`src/rtl/dw02_mult_pipe_hs.sv`:
```
`default_nettype none
// ============================================================================
// dw02_mult_pipe_hs : N-stage pipelined signed/unsigned multiplier, valid/ready
// Rev 1.0
// ============================================================================
module dw02_mult_pipe_hs #(
    parameter int A_width    = 16,
    parameter int B_width    = 16,
    parameter int NUM_STAGES = 2
) (
    input  logic                       CLK,
    input  logic                       rst_n,
    input  logic [A_width-1:0]         A,
    input  logic [B_width-1:0]         B,
    input  logic                       TC,
    input  logic                       in_valid,
    output logic                       in_ready,
    input  logic                       flush,
    output logic [A_width+B_width-1:0] PRODUCT,
    output logic                       out_valid,
    input  logic                       out_ready
);

    localparam int PW = A_width + B_width;

    logic                  adv;
    logic                  accept;
    logic [NUM_STAGES-1:0] vld;
    logic [PW-1:0]         a_ext;
    logic [PW-1:0]         b_ext;

    // Extending to full product width makes the truncated product exact in both modes.
    assign a_ext = TC ? {{B_width{A[A_width-1]}}, A} : {{B_width{1'b0}}, A};
    assign b_ext = TC ? {{A_width{B[B_width-1]}}, B} : {{A_width{1'b0}}, B};

    assign adv       = ~out_valid | out_ready;
    assign in_ready  = adv & ~flush;
    assign accept    = in_valid & in_ready;
    assign out_valid = vld[NUM_STAGES-1];

    always_ff @(posedge CLK or negedge rst_n) begin
        if (!rst_n) begin
            vld <= '0;
        end else if (flush) begin
            vld <= '0;
        end else if (adv) begin
            vld[0] <= accept;
            for (int i = 1; i < NUM_STAGES; i++) begin
                vld[i] <= vld[i-1];
            end
        end
    end

    generate
        if (NUM_STAGES == 1) begin : g_single
            logic [PW-1:0] prod_q;

            always_ff @(posedge CLK or negedge rst_n) begin
                if (!rst_n) begin
                    prod_q <= '0;
                end else if (adv) begin
                    prod_q <= a_ext * b_ext;
                end
            end

            assign PRODUCT = prod_q;
        end else begin : g_multi
            logic [PW-1:0] op_a;
            logic [PW-1:0] op_b;
            logic [PW-1:0] prod_q [NUM_STAGES-1];

            // Operands land in stage 1; the multiply is registered in stage 2
            // and the remaining stages just delay the result.
            always_ff @(posedge CLK or negedge rst_n) begin
                if (!rst_n) begin
                    op_a <= '0;
                    op_b <= '0;
                    for (int i = 0; i < NUM_STAGES - 1; i++) begin
                        prod_q[i] <= '0;
                    end
                end else if (adv) begin
                    op_a      <= a_ext;
                    op_b      <= b_ext;
                    prod_q[0] <= op_a * op_b;
                    for (int i = 1; i < NUM_STAGES - 1; i++) begin
                        prod_q[i] <= prod_q[i-1];
                    end
                end
            end

            assign PRODUCT = prod_q[NUM_STAGES-2];
        end
    endgenerate

endmodule
`default_nettype wire

```
`config.mk`:
```
export PLATFORM = sky130hd
export DESIGN_NAME = dw02_mult_pipe_hs
export DESIGN_NICKNAME = d
export VERILOG_FILES = /design/src/rtl/dw02_mult_pipe_hs.sv
export SDC_FILE = /design/constraint.sdc
export NUM_CORES = 1
export LEC_CHECK = 0
export BUFFER_PORTS_ARGS = -buffer_cell sky130_fd_sc_hd__buf_2
export CAP_MARGIN = 25
export CORE_ASPECT_RATIO = 1.2
export CORE_MARGIN = 5
export CORE_UTILIZATION = 45
export DETAILED_ROUTE_END_ITERATION = 8
export HOLD_SLACK_MARGIN = 0.15
export PLACE_DENSITY = 0.67
export SLEW_MARGIN = 20
export SYNTH_ARGS = -nofsm -noshare
export SYNTH_HDL_FRONTEND = slang
export SYNTH_SLANG_ARGS = --single-unit
```
`constraint.sdc`:
```
create_clock -name CLK -period 6.3 [get_ports CLK]
set_input_delay 0.63 -clock CLK [delete_from_list [all_inputs] [get_ports CLK]]
set_output_delay 0.63 -clock CLK [all_outputs]
set_load 0.05 [all_outputs]
```
==> results of run 1 <==
[worst reg2reg max path: stages, from the launching register on]
cell	delay [ns]
dfrtp_2	0.43
buf_12	0.14
buf_4	0.14
and2_1	0.16
fa_1	0.49
fa_1	0.51
fa_1	0.55
inv_1	0.07
fa_1	0.49
inv_1	0.05
ha_1	0.27
ha_1	0.29
fa_1	0.51
fa_1	0.48
ha_1	0.34
and4_1	0.18
a311o_1	0.36
a221o_1	0.39
buf_4	0.18
a21oi_4	0.14
buf_4	0.13
xor2_1	0.14
a21oi_1	0.09
[cell type report]
class,instances,area (um2),share of cell area (%)
clock buffers,11,252.7,1.352
clock inverters,5,82.58,0.4418
inverters,340,1276,6.828
multi-input cells,1117,12450,66.63
flip-flops and latches,68,1732,9.264
well taps,450,563.0,3.012
repair buffers,311,2331,12.47
[sequential cells by signal, indices dropped and copies added (netlist names)]
| register | flops |
|---|---|
| PRODUCT | 32 |
| g_multi.op_a | 17 |
| g_multi.op_b | 17 |
| vld | 2 |
[per-stage QoR]
step / setup TNS, ns / utilization (%) / area [um2] / cells
after floorplan: -0.5388 / - / 15440 / 1592
after global placement: -3.992 / 52.74 / 17540 / 2237
after detailed placement: -5.436 / 52.74 / 17540 / 2237
after CTS: -2.552 / 55.34 / 18400 / 2283
after global routing: -6.172 / 56.22 / 18690 / 2302
final: -3.394 / 56.22 / 18690 / 2302
[metal layers]
metal	vias to the layer above	GRT usage, %
met5	-	0
li1	5193	-
met4	0	10.46
met2	293	42.02
met1	5985	25.06
met3	106	2.036
[placed cells by master, fill, tap and decap left out, types with 10 or more instances in the layout]
| master | synthesis | final |
|---|---|---|
| nor2_1 | 22 | 21 |
| dfrtp_1 | 68 | 44 |
| fa_2 | 0 | 15 |
| inv_2 | 0 | 14 |
| ha_1 | 119 | 102 |
| a21oi_2 | 0 | 10 |
| buf_4 | 0 | 214 |
| dfrtp_2 | 0 | 24 |
| o21ai_0 | 21 | 11 |
| and2_1 | 183 | 170 |
| fa_1 | 345 | 330 |
| xor2_1 | 16 | 16 |
| xnor2_1 | 45 | 41 |
| inv_1 | 340 | 326 |
| nand2_1 | 253 | 249 |
| buf_6 | 0 | 17 |
| ha_4 | 0 | 15 |
| a21o_1 | 14 | 14 |
| buf_2 | 0 | 70 |
| and2_4 | 1 | 14 |
| a21oi_1 | 35 | 24 |
[repair_timing]
item,in CTS,in global routing
cloned,1,0
setup endpoints to repair,16,18
buffers inserted,29,18
pin swaps,42,65
gates resized for setup,88,44
[worst max path at each step]
stage | endpoint | slack, ns | cells after the start
3_5_place_dp | PRODUCT[31]$_DFFE_PN0N_ | -0.53 | 22
3_3_place_gp | PRODUCT[31]$_DFFE_PN0N_ | -0.45 | 23
2_1_floorplan | PRODUCT[30]$_DFFE_PN0N_ | -0.12 | 24
5_1_grt | PRODUCT[30]$_DFFE_PN0N_ | -0.55 | 22
6_report | PRODUCT[20]$_DFFE_PN0N_ | -0.38 | 22
4_1_cts | PRODUCT[31]$_DFFE_PN0N_ | -0.32 | 23
[kinds of logic after synthesis]
logic type | after synthesis | share of synthesized area, %
simple gates | 487 | 15.52
fa+ha+maj | 464 | 55.22
buf+inv | 407 | 10.05
compound gates | 103 | 4.378
flops | 68 | 11.19
xor+xnor | 61 | 3.514
mux | 2 | 0.1317
==> metrics.md, run 1 <==
| Metric | Value |
|---|---|
| Cts bufs inserted | `9` |
| Count of input and output buffers | `71` |
| Critical Path, Cell by Cell | `buf_12, buf_4, and2_1, fa_1, fa_1, fa_1, inv_1, fa_1, inv_1, ha_1, ha_1, fa_1, fa_1, ha_1, and4_1, a311o_1, a221o_1, buf_4, a21oi_4, buf_4, xor2_1, a21oi_1` |
| Hpwl dp | `33120 um` |
| DR DRC count | `0` |
| Row Count | `73` |
| EDFF count, synth | `0` |
| MaxCap Viol Count | `0` |
| Initial DRT Pass Iterations | `5` |
| HP Class | `input port to async pin` |
| Largest net degree at the start of global routing | `78` |
| Max FO, Critical Path | `6` |
| Synth top area share | `45.42%` |
| # setup viols final | `14` |
| Met2 Wirelength | `22850 um` |
| Syn Inst Count | `1592` |
| Hold_ws | `0.2122 ns` |
| Final WL | `40430 um` |
| Cell area after synthesis | `15200 um2` |
| Area delta synth->final | `22.93%` |
| RSZ-0062 raised after global routing | `true` |
| Global-route wire length before repair | `64890 um` |
| Share of flip-flops with an asynchronous set or reset | `100.0%` |
| Via Count | `11580` |
| Syn nets | `2094` |
| WL met3 | `1370 um` |
| Relative slew slack | `43.40%` |
| Share of cells above drive strength 1 | `24.62%` |
| Number of H-tree levels | `3` |
| Clock tree buffer depth | `2` |
| Initial DRC Count | `485` |
| Wire per inst | `17.56 um` |
| Slowest CP cell | `fa_1` |
| Worst Path Buf+Inv | `6` |
| Worst r2r src | `g_multi.op_a[7]$_DFFE_PN0N_` |
| Hold violation count in the final report | `0` |
| Clk_skew | `0.01203 ns` |
| Starting density of the core | `45.73%` |
| Fmax | `0.1496 GHz` |
| Worst slack, placed | `-0.5274 ns` |
| Origin of the worst setup path | `g_multi.op_a[7]$_DFFE_PN0N_` |
| Worst setup SP type | `register` |
| Status | `finished with violations` |
| Leading cell type by number of instances after synthesis | `fa_1` |
| Min Tclk post-route | `6.683 ns` |
| Clk slew on worst S/H paths | `0.07 ns` |
| DRT met1 WL | `14160 um` |
| Via-per-instance ratio | `5.029` |
| Clk sinks | `68` |
| Layout fillers | `2952` |
| DR top layer | `met4` |
| Flop2flop setup slack | `-0.38 ns` |
| Vias in the first global route | `12720` |
| Synth warnings | `0` |
| Critical Path End Type | `register` |
| Critical Path RT | `6.51 ns` |
| Ys flop type | `dfrtp_1` |
| Initial antenna violation count | `0` |
| Fin nets | `2349` |
| Netlist cell types | `46` |
| CP arrival | `6.89 ns` |
| Core area | `33250 um2` |
| Crit path max-delay family | `adder cells` |
| Failing checks | `negative setup slack` |
| # diodes | `0` |
| Die Footprint | `37580 um2` |
| R2R Path End | `PRODUCT[20]$_DFFE_PN0N_` |
| WS Path Type | `register to register` |
| Yosys reg bits | `68` |
| Clk root buf | `clkbuf_16` |
| Die Y-Extent | `211.4 um` |
| GRT overflow | `0` |
| Synth area leader | `fa_1` |
| I/O pins | `72` |
| Die width | `177.8 um` |
| Final ANT Viol Nets | `0` |
| FF-to-FF path depth | `22` |
| Gr usage total | `22.23%` |
| Synth area leaders | `fa_1 (45%), dfrtp_1 (11%), ha_1 (9.8%)` |
| Sequential area share after synthesis | `11.19%` |
| Actual slew at the worst max-slew pin | `0.8490 ns` |
| Post-synth top cells | `fa_1 (345), inv_1 (340), nand2_1 (253)` |
| Gpl congestion | `0.9109` |
| Syn avg cell area | `9.551 um2` |
| Clock latency on the worst-skew pair | `0.36 ns` |
| CTS tree | `yes` |
| Most common cell on crit path | `fa_1` |
| Pins over their slew limit | `0` |
| CP peak stage delay | `0.55 ns` |
| CTS hold repair buffers | `0` |
| Final setup margin | `-0.3831 ns` |
| Tcrit/Tclk final | `106.1%` |
Power of run 1 is left out: the tool's default activity adds up to more than one toggle a clock period on the data nets, which glitch-free logic cannot reach.
==> run 2, diff against run 1 <==
- RECOVER_POWER: not set -> 25
==> metrics.md, run 2 (synthesis results as in run 1) <==
| Metric | Value |
|---|---|
| Initial DRC Count | `496` |
| Final WL | `40410 um` |
| Worst setup SP type | `register` |
| HP Class | `input port to register` |
| Clk root buf | `clkbuf_16` |
| Core Util, Final | `56.16%` |
| CP arrival | `6.89 ns` |
| Gpl congestion | `0.9109` |
| Via Count | `11580` |
| Pins over their slew limit | `71` |
| Max FFs per register | `32` |
| Core area | `33250 um2` |
| Die width | `177.8 um` |
| Die Y-Extent | `211.4 um` |
| Max FO, Critical Path | `5` |
| Crit path max-delay family | `adder cells` |
| Min Tclk post-route | `6.680 ns` |
| Commonest cells after routing, fill and taps aside | `fa_1 (330), inv_1 (326), nand2_1 (249)` |
| Tcrit/Tclk final | `106.0%` |
| DR DRC count | `0` |
| Hpwl dp | `33120 um` |
| GRT overflow | `0` |
| Worst Path Buf+Inv | `6` |
| CTS tree | `yes` |
| # diodes | `0` |
| Slowest CP cell | `fa_2` |
| Critical Path End Type | `register` |
| Critical Path RT | `6.51 ns` |
| MaxCap Viol Count | `2` |
| Relative slew slack | `-57.22%` |
| Starting density of the core | `45.73%` |
| Gr usage total | `22.23%` |
| Most common cell after layout, fill and taps aside | `fa_1` |
| Cts bufs inserted | `9` |
| Initial antenna violation count | `0` |
| Number of H-tree levels | `3` |
| Status | `finished with violations` |
| Count of input and output buffers | `71` |
| Fin nets | `2349` |
| RSZ-0062 raised after global routing | `true` |
| Vias in the first global route | `12720` |
| CP peak stage delay | `0.58 ns` |
| Share of cells above drive strength 1 | `24.51%` |
| Area delta synth->final | `22.80%` |
| Final ANT Viol Nets | `0` |
| Global-route wire length before repair | `64890 um` |
| # setup viols final | `14` |
| Wire per inst | `17.55 um` |
| Clk sinks | `68` |
| Failing checks | `max-capacitance violations, max-slew violations, negative setup slack` |
| Most common cell on crit path | `fa_1` |
| Clock tree buffer depth | `2` |
| Actual slew at the worst max-slew pin | `2.358 ns` |
| Final setup margin | `-0.3798 ns` |
| Largest net degree at the start of global routing | `78` |
| Hold violation count in the final report | `0` |
| Clk slew on worst S/H paths | `0.07 ns` |
| WS Path Type | `register to register` |
| Fmax | `0.1497 GHz` |
| Clk_skew | `0.01169 ns` |
| Initial DRT Pass Iterations | `5` |
| CTS hold repair buffers | `0` |
| I/O pins | `72` |
| Die Footprint | `37580 um2` |
| Via-per-instance ratio | `5.031` |
| Critical Path, Cell by Cell | `buf_4, buf_6, and2_4, fa_1, inv_1, fa_1, fa_1, fa_1, inv_1, ha_1, ha_1, fa_2, fa_1, ha_4, a21o_1, a21o_1, a21o_1, a311o_1, a221o_1, buf_4, a21oi_4, buf_4, xor2_1, a21oi_1` |
| Clock latency on the worst-skew pair | `0.36 ns` |
| Row Count | `73` |
-- run 2: path summary, 6_finish.rpt --
kind	from	slack (ns)	depth (start not counted)	endpoint
min in group asynchronous	rst_n	0.74	1	PRODUCT[10]$_DFFE_PN0N_
max in group asynchronous	rst_n	2.40	2	g_multi.op_a[8]$_DFFE_PN0N_
worst min register to register	PRODUCT[1]$_DFFE_PN0N_	0.46	2	PRODUCT[1]$_DFFE_PN0N_
worst max register to register	g_multi.op_b[3]$_DFFE_PN0N_	-0.38	24	PRODUCT[20]$_DFFE_PN0N_
worst min-delay path	flush	0.45	2	vld[0]$_DFFE_PN0P_
worst max-delay path	g_multi.op_b[3]$_DFFE_PN0N_	-0.38	24	PRODUCT[20]$_DFFE_PN0N_
-- run 2: layer usage --
layer,vias up,share of wire [%],track usage [%]
met2,286,56,42.02
met4,0,5.2,10.46
met3,111,3.1,2.036
li1,5193,-,-
met5,-,0,0
met1,5991,35,25.06
-- run 2: repair_timing --
action,in CTS,in global routing
setup buffers,29,18
pin swaps,42,65
setup endpoints to repair,16,18
resized for setup,88,44
gates cloned,1,0
-- run 2: area by class of cell --
class                      instances  area [um2]
clock buffer                      11       252.7
clock inverter                     5       82.58
fill                            2956       14580
inverter                         340        1276
multi-input combinational       1117       12450
sequential                        68        1732
tap                              450       563.0
timing repair buffer             311        2311
-- run 2: metrics by stage --
stage               setup slack (ns)  cells  hold slack [ns]  setup TNS, ns  cell area (um2)
floorplan                    -0.1193   1592           0.3344        -0.5388            15440
global placement             -0.4529   2237           0.4475         -3.992            17540
detailed placement           -0.5274   2237           0.4546         -5.436            17540
CTS                          -0.3198   2283           0.4379         -2.552            18400
global route                 -0.5502   2302           0.4474         -6.172            18670
finish                       -0.3798   2302           0.4499         -3.370            18670
Power of run 2 is left out for the same reason.
